File: src/rtl/result_drain.sv
// -----------------------------------------------------------------------------
// result_drain
//
// Purpose:
//   Streams a block of words out of an output SRAM. An accepted run captures a
//   base address and a word count. The block then reads base_addr + n for
//   n = 0 .. num_words-1 and presents each word on a valid/ready stream. The
//   final beat of each drain is flagged with out_last. A 2-entry FIFO absorbs
//   consumer backpressure. Reads are credit-limited so that the FIFO can never
//   overflow, and with out_ready held high the stream still sustains one beat
//   per cycle.
//
// Ports:
//   clk                    sole clock, rising edge
//   reset                  asynchronous, active-low reset
//   run                    start request; sampled only while busy = 0
//   busy                   high from the accepted run until the last beat is
//                          accepted
//   base_addr              first SRAM address, captured on the accepted run
//   num_words              number of words to drain, captured on the accepted
//                          run
//   dut_sram_read_address  SRAM read address; holds its last value when idle
//   sram_dut_read_data     SRAM read data, valid the cycle after its address
//   out_valid              stream valid; equals "FIFO non-empty"
//   out_ready              stream ready; a beat moves when valid & ready
//   out_data               stream word
//   out_last               high on the final beat of a drain
//   checksum               (optional) modulo-2^DATA_WIDTH sum of accepted beats
//   checksum_valid         (optional) one-cycle pulse in DONE
//
// Build option:
//   RESULT_DRAIN_CHECKSUM_EN  when defined, adds checksum / checksum_valid.
// -----------------------------------------------------------------------------
module result_drain #(
  parameter int ADDR_WIDTH = 12,
  parameter int DATA_WIDTH = 16
) (
  input  logic                  clk,
  input  logic                  reset,
  input  logic                  run,
  output logic                  busy,
  input  logic [ADDR_WIDTH-1:0] base_addr,
  input  logic [ADDR_WIDTH-1:0] num_words,
  output logic [ADDR_WIDTH-1:0] dut_sram_read_address,
  input  logic [DATA_WIDTH-1:0] sram_dut_read_data,
  output logic                  out_valid,
  input  logic                  out_ready,
  output logic [DATA_WIDTH-1:0] out_data,
  output logic                  out_last
`ifdef RESULT_DRAIN_CHECKSUM_EN
  ,
  output logic [DATA_WIDTH-1:0] checksum,
  output logic                  checksum_valid
`endif
);

  typedef enum logic [1:0] {
    IDLE  = 2'd0,
    READ  = 2'd1,
    FLUSH = 2'd2,
    DONE  = 2'd3
  } state_t;

  localparam logic [1:0] FIFO_DEPTH = 2'd2;

  // ---------------------------------------------------------------------------
  // State
  // ---------------------------------------------------------------------------
  state_t                  state_q, state_d;
  logic [ADDR_WIDTH-1:0]   next_addr_q, next_addr_d;  // next address to issue
  logic [ADDR_WIDTH-1:0]   remain_q, remain_d;        // addresses still to issue
  logic [ADDR_WIDTH-1:0]   last_addr_q;               // last issued address
  logic                    rd_pend_q;                 // read data arrives this cycle
  logic                    rd_pend_last_q;            // ...and it is the final word

  // 2-entry FIFO
  logic [DATA_WIDTH-1:0]   fifo_data_q [2];
  logic [1:0]              fifo_last_q;
  logic                    wr_ptr_q, rd_ptr_q;
  logic [1:0]              count_q, count_d;

  // ---------------------------------------------------------------------------
  // Handshake / credit logic
  // ---------------------------------------------------------------------------
  logic                    accept;
  logic                    push;
  logic                    pop;
  logic                    issue;
  logic                    issue_last;
  logic [1:0]              occupancy;
  logic                    head_last;
  logic [DATA_WIDTH-1:0]   head_data;

  assign accept    = (state_q == IDLE) && run;
  assign push      = rd_pend_q;
  assign out_valid = (count_q != 2'd0);
  assign pop       = out_valid && out_ready;
  assign head_data = fifo_data_q[rd_ptr_q];
  assign head_last = fifo_last_q[rd_ptr_q];

  // Words already in the FIFO plus the one read whose data is on the SRAM bus
  // now. The head leaving this cycle frees its slot for the read issued now,
  // which is what lets the pipeline sustain one beat per cycle. The count plus
  // the pending read never exceeds 2, so this cannot underflow or overflow.
  assign occupancy  = count_q + {1'b0, rd_pend_q};
  assign issue      = (state_q == READ) &&
                      ((occupancy - {1'b0, pop}) < FIFO_DEPTH);
  assign issue_last = issue && (remain_q == {{(ADDR_WIDTH-1){1'b0}}, 1'b1});

  // The address is presented in the cycle the read is issued, so the SRAM
  // returns it on the following cycle and it lands in the FIFO at that
  // cycle's end. When no read is issued, the last address is held.
  assign dut_sram_read_address = issue ? next_addr_q : last_addr_q;

  // The outputs read as zero when the FIFO is empty. They then match their
  // reset values regardless of the stale storage contents.
  assign out_data = out_valid ? head_data : '0;
  assign out_last = out_valid && head_last;

  // busy covers the accepting cycle itself. This makes a zero-length run
  // visible for exactly one cycle before DONE.
  assign busy = accept || (state_q == READ) || (state_q == FLUSH);

  // ---------------------------------------------------------------------------
  // Next-state logic
  // ---------------------------------------------------------------------------
  always_comb begin
    state_d     = state_q;
    next_addr_d = next_addr_q;
    remain_d    = remain_q;

    case (state_q)
      IDLE: begin
        if (run) begin
          next_addr_d = base_addr;
          remain_d    = num_words;
          state_d     = (num_words == '0) ? DONE : READ;
        end
      end
      READ: begin
        if (issue) begin
          // Natural wrap of the adder gives modulo-2^ADDR_WIDTH addressing.
          next_addr_d = next_addr_q + {{(ADDR_WIDTH-1){1'b0}}, 1'b1};
          remain_d    = remain_q - {{(ADDR_WIDTH-1){1'b0}}, 1'b1};
          if (issue_last) begin
            state_d = FLUSH;
          end
        end
      end
      FLUSH: begin
        if (pop && head_last) begin
          state_d = DONE;
        end
      end
      DONE: begin
        state_d = IDLE;
      end
      default: begin
        state_d = IDLE;
      end
    endcase
  end

  always_comb begin
    count_d = count_q + {1'b0, push} - {1'b0, pop};
  end

  // ---------------------------------------------------------------------------
  // Registers
  // ---------------------------------------------------------------------------
  always_ff @(posedge clk or negedge reset) begin
    if (!reset) begin
      state_q        <= IDLE;
      next_addr_q    <= '0;
      remain_q       <= '0;
      last_addr_q    <= '0;
      rd_pend_q      <= 1'b0;
      rd_pend_last_q <= 1'b0;
      wr_ptr_q       <= 1'b0;
      rd_ptr_q       <= 1'b0;
      count_q        <= 2'd0;
      fifo_last_q    <= 2'b00;
    end else begin
      state_q        <= state_d;
      next_addr_q    <= next_addr_d;
      remain_q       <= remain_d;
      rd_pend_q      <= issue;
      rd_pend_last_q <= issue_last;
      count_q        <= count_d;
      if (issue) begin
        last_addr_q <= next_addr_q;
      end
      if (push) begin
        wr_ptr_q              <= ~wr_ptr_q;
        fifo_last_q[wr_ptr_q] <= rd_pend_last_q;
      end
      if (pop) begin
        rd_ptr_q <= ~rd_ptr_q;
      end
    end
  end

  // FIFO data storage needs no reset. Emptiness is tracked by count_q, and the
  // outputs are masked while the FIFO is empty.
  for (genvar gi = 0; gi < 2; gi++) begin : g_fifo
    always_ff @(posedge clk) begin
      if (push && (wr_ptr_q == 1'(gi))) begin
        fifo_data_q[gi] <= sram_dut_read_data;
      end
    end
  end

`ifdef RESULT_DRAIN_CHECKSUM_EN
  // ---------------------------------------------------------------------------
  // Running checksum of accepted beats
  // ---------------------------------------------------------------------------
  logic [DATA_WIDTH-1:0] checksum_q;

  always_ff @(posedge clk or negedge reset) begin
    if (!reset) begin
      checksum_q <= '0;
    end else if (accept) begin
      checksum_q <= '0;
    end else if (pop) begin
      checksum_q <= checksum_q + out_data;
    end
  end

  assign checksum       = checksum_q;
  assign checksum_valid = (state_q == DONE);
`endif

endmodule

File: config.mk
export PLATFORM = sky130hd
export DESIGN_NAME = result_drain
export DESIGN_NICKNAME = d
export VERILOG_FILES = /design/src/rtl/result_drain.sv
export SDC_FILE = /design/constraint.sdc
export NUM_CORES = 1
export LEC_CHECK = 0
export ABC_AREA = 1
export CORE_ASPECT_RATIO = 0.75
export CORE_MARGIN = 1.5
export CORE_UTILIZATION = 50
export DETAILED_ROUTE_END_ITERATION = 7
export PLACE_DENSITY = 0.77
export SKIP_CTS_REPAIR_TIMING = 1
export SYNTH_ARGS = -nofsm -noshare
export SYNTH_HDL_FRONTEND = slang
export SYNTH_SLANG_ARGS = --single-unit
File: constraint.sdc
create_clock -name clk -period 5 [get_ports clk]
set_input_delay 1 -clock clk [delete_from_list [all_inputs] [get_ports clk]]
set_output_delay 1 -clock clk [all_outputs]
set_load 0.1 [all_outputs]
After elaboration in Yosys (flattened, before gate mapping)
Memory sizes are Yosys's and may differ from the RTL's. Cells that the tools add are included. W data, S select, Z words.

Register bits after elaboration: 46. Memory bits (writable): 32. Input bits: 44. Output and inout port bits: 31. Word-level logic and storage cells: 73. Memories kept: 1.

Memory list: fifo_data_q (depth 2, bits a word 16, rd ports 1, clocked after Yosys merged registers in 0, wr ports 1, line 77) `logic [DATA_WIDTH-1:0] fifo_data_q [2];`.

Add/sub/neg operators: 4. $lt $le $gt $ge: 4. Equal/unequal tests: 8. Mux-type cells: 26. Bitwise logic cells: 2. Reduce and logical (&&, ||, !) cells: 18.

Operators with widths (count): $mux W12 (5); $pmux W12 S2 (2); $mux W16 (2); $reduce_or A16 Y1 (1); $add A12 B1 Y12 const B (1); $eq A12 B1 Y1 const B (1); $logic_not A12 Y1 (1); $sub A12 B1 Y12 const B (1); $mux W2 (5); $logic_and A1 B1 Y1 (9); $mux W1 (9); $pmux W2 S4 (1); $ne A2 B2 Y1 const B (3); $eq A2 B2 Y1 const B (2); $lt A1 B2 Y1 const B (2); $reduce_and A4 Y1 (1); $reduce_bool A2 Y1 (2); $reduce_and A3 Y1 (1); $add A2 B1 Y2 (1); $bwmux W2 (1); $eq A2 B1 Y1 const B (1); $logic_not A2 Y1 (1); $logic_or A1 B1 Y1 (2); $lt A2 B2 Y1 const B (1); 5 further kinds (6).

Longest topological paths before layout
Depth in word-level cells: 9. Gate-level depth with buffers: 13. Gate-level depth less buffers: 13.

Least setup slack after synthesis
OpenSTA, ideal clock, no wires.

Path kind: in2out. Start point: input port out_ready. End point: output port dut_sram_read_address[10]. Arrival time: 2945 ps. Data required time: 4000 ps. Setup slack: 1055 ps. Stages on the path: 12. Path buffers: 1. Path through: inv_1 nor2_2 ha_1 inv_1 ha_1 inv_1 nand2_1 nand2_2 inv_1 nand2_2 buf_6 o21ai_2.

Longest elaborated chain between the ends: 5.

Ends and longest elaborated chain: from (decl) (line 47) `input logic out_ready,`; $logic_and A1 B1 Y1 (line 97) `assign pop = out_valid && out_ready;`; via pop (line 87) `logic pop;`; $sub A2 B1 Y2; via count_d[1] (line 80) `logic [1:0] count_q, count_d;`; $lt A2 B2 Y1 (line 107) `((occupancy - {1'b0, pop}) < FIFO_DEPTH);`; $logic_and A1 B1 Y1 (line 106) `assign issue = (state_q == READ) &&`; $mux W12; to (decl) (line 44) `output logic [ADDR_WIDTH-1:0] dut_sram_read_address,`.

The timed path passes the listed nets, and every way through them passes these cells.

Worst setup path in the final report
Start point: input port out_ready. End point: output port dut_sram_read_address[11].

The elaborated chain is that of the path after synthesis.

==> flow_summary_export.csv <==
group,metric,value,unit
sta,skew,0.0172,ns
sta,period_needed,4.35,ns
clock_tree,cts_tree,"yes",
global_route,antenna_found_initial,0,
critical_path,critical_path_class,"in -> out",
route,drc_errors,0,
placed_design,gp_congestion,0.886,
critical_path,required,4.00,ns
sta,drv_slew,0,
critical_path,path_cells,"clkdlybuf4s50_1 > inv_1 > nor2_2 > ha_1 > inv_1 > ha_1 > nand3_1 > nand2_2 > inv_1 > nand2_2 > nand2_1 > o21ai_2 > buf_12",
cells_and_area,antennaDiodeCount,0,
synth,synth.avg_cell_area,8.40,um^2
hold_path,min_to,"fifo_last_q[0]$_DFFE_PN0P_",
clock_tree,clk_pin_slew,0.08,ns
floorplan,rows,28,
synth,synthArstFlopShare,59.0,%
global_route,grt_pass1_wl,15.0,mm
hold_path,hold_class,"reg -> reg",
synth,synth-main-ff-cell,"dfrtp_1",
route,wl,9.35,mm
sta,final.setup.tns,0,ns
critical_path,worstReg2RegStart,"count_q[1]$_DFF_PN0_",
synth,synth_edf_count,32,
synth,syn_area,0.00409,mm^2
floorplan,dieWidth,107,um
sta,max_freq,230,MHz
global_route,overflow,0,
floorplan,io_pins,75,
synth,ys_warn_count,0,
sta,rsz0062_at_grt,"no",
placed_design,portBuffers,74,
critical_path,cp-end-kind,"output port",
clock_tree,cts_inserted_buffers,9,
sta,slew-limit-headroom,29.2,%
cells_and_area,multi_input_area,0.00165,mm^2
route,avgViaCountPerCell,5.05,
sta,hold_violations,0,
floorplan,initial_core_util,51.7,%
cells_and_area,fill_cells,640,
cells_and_area,final_nets,614,
flow_run,maxCapViolations,0,
critical_path,slowest_delay,0.46,ns
clock_tree,cts_buffer_depth,2,
run_status,status,"finished, final reports clean",
critical_path,rr_endpoint,"remain_q[2]$_DFFE_PN0P_",
synth,ys_types,27,
sta,finalCritPeriodShare,87.1,%
placed_design,dp_slack,0.664,ns
cells_and_area,drive_above_1_share,12.7,%
global_route,grt_pass1_vias,3227,
clock_tree,cts_root_buf,"clkbuf_8",
route,post_drt_wl_per_cell,13.9,um
critical_path,worstPathArrival,3.35,ns
critical_path,reg2reg_slack,2.66,ns
route,drt_first_pass_iters,5,
critical_path,cp_max_fo,26,
sta,finalWorstSetupSlack,0.647,ns
clock_tree,h-tree-depth,3,
sta,setup_viol,0,
cells_and_area,syn_to_final_growth,27.0,%
route,drtAntennaViolNets,0,
cells_and_area,regArea,0.00211,mm^2
route,drt-initial-drc-count,163,
clock_tree,worstSkewPairLatency,0.37,ns
synth,syn_nets,540,
placed_design,hpwl,6.66,mm
clock_tree,cts_num_sinks,78,
synth,synthCells,487,
synth,ys_ff_latch,78,
route,dr_total_vias,3387,
hold_path,min_from,"fifo_last_q[0]$_DFFE_PN0P_",
floorplan,dieHeight,81.3,um
hold_path,holdPathStages,2,
critical_path,reg2regPathDepth,12,
floorplan,dieArea,0.00874,mm^2
floorplan,core_area,0.00792,mm^2
cells_and_area,post-route-util,65.6,%
global_route,grt_start_max_net_pins,47,
critical_path,path_common_cell,"inv_1",
critical_path,crit_path_start_kind,"input pin",
sta,worst_pin_slew,1.06,ns
critical_path,crit_slowest_cell,"clkdlybuf4s50_1",
synth,seq_area_frac_synth,51.6,%
global_route,track_usage,22.6,%
metrics by stage:
step	area (um^2)	instances	hold slack [ns]
floorplan	4090	487	0.453
global placement	4990	655	0.468
detailed placement	4990	655	0.484
CTS	5190	671	0.506
global route	5190	671	0.542
finish	5190	671	0.503
cells in the final DEF, fill, tap and decap left out:
| cell type | netlist | final |
|---|---|---|
| xor2_1 | 2 | 2 |
| mux2i_1 | 1 | 1 |
| o21ai_2 | 24 | 24 |
| clkinvlp_4 | 0 | 1 |
| buf_12 | 1 | 12 |
| inv_1 | 54 | 54 |
| xnor2_1 | 2 | 2 |
| nand3_2 | 4 | 4 |
| inv_4 | 1 | 1 |
| nand4_1 | 4 | 4 |
| edfxtp_1 | 32 | 32 |
| ha_1 | 9 | 9 |
| nor2_1 | 32 | 32 |
| a21oi_1 | 21 | 21 |
| inv_2 | 1 | 1 |
| bufinv_16 | 0 | 1 |
| clkdlybuf4s50_1 | 0 | 60 |
| clkbuf_8 | 0 | 9 |
| dfrtp_1 | 46 | 46 |
| nand3_4 | 1 | 1 |
| nor2_2 | 3 | 3 |
| nand3_1 | 35 | 35 |
| o21ai_0 | 13 | 13 |
| inv_8 | 0 | 1 |
| nor3_1 | 2 | 2 |
| clkinv_1 | 0 | 1 |
| or2_2 | 2 | 2 |
| buf_4 | 1 | 5 |
| buf_2 | 6 | 1 |
| inv_6 | 0 | 3 |
| nand2_2 | 3 | 3 |
| nand2_1 | 180 | 180 |
sequential cells by signal, summed over array words and instances, names as in the netlist, 2 cells and up:
signal	count
fifo_data_q	32
last_addr_q	12
next_addr_q	12
remain_q	12
count_q	2
fifo_last_q	2
state_q	2
critical path, delay by kind of cell:
kind	cells	cell delay, ns
AO/OA/AOI/OAI	1	0.13
AND/OR/NAND/NOR	5	0.96
buffers and inverters	5	0.83
adder cells (fa/ha/maj)	2	0.43
worst max path at each step:
stage	startpoint	end	slack, ns	depth (start not counted)
after floorplan	out_ready	dut_sram_read_address[10]	1.06	12
after global placement	out_ready	dut_sram_read_address[3]	0.72	13
after detailed placement	out_ready	dut_sram_read_address[11]	0.66	13
after CTS	out_ready	dut_sram_read_address[11]	0.65	13
after global routing	out_ready	dut_sram_read_address[8]	0.48	13
final	out_ready	dut_sram_read_address[11]	0.65	13
cell families (layout without fill, tap and decap cells):
kind of cell    count (synthesis)  in the layout  share of synthesized area, %
mux                             1              1                         0.245
flops                          78             78                          51.6
fa+ha+maj                       9              9                          2.75
compound gates                 58             58                          9.30
buf+inv                        71            150                          7.98
xor+xnor                        4              4                         0.857
simple gates                  266            266                          27.2
Yosys cell counts (2+ instances only):
master	n	area, um^2
nor2_1	32	120
o21ai_2	24	210
xor2_1	2	17.5
nand4_1	4	25.0
or2_2	2	12.5
buf_6	4	45.0
buf_2	6	30.0
nand3_2	4	40.0
nor2_2	3	18.8
clkbuf_1	3	11.3
nand2_1	180	676
a21oi_1	21	105
edfxtp_1	32	961
dfrtp_1	46	1150
o21ai_0	13	65.1
nand3_1	35	175
inv_1	54	203
nor3_1	2	10.0
ha_1	9	113
xnor2_1	2	17.5
nand2_2	3	18.8
metal layers:
metal  up-vias  GRT usage, %  part of all wire (%)  wire length (um)
met5         -             0                     0                 0
met4         0          9.08                   2.1               192
met3        18          5.62                   6.3               593
met2       101          36.2                    46              4340
met1      1565          29.6                    45              4220
li1       1703             -                     -                 -
final cells by class:
cell class | count | area share [%]
flip-flops and latches | 78 | 40.7
multi-input cells | 338 | 31.8
repair buffers | 78 | 17.0
inverters | 56 | 4.10
well taps | 105 | 2.53
clock buffers | 9 | 2.38
clock inverters | 7 | 1.52
Power is left out: the tool's default activity adds up to more than one toggle a clock period on the data nets, which glitch-free logic cannot reach.
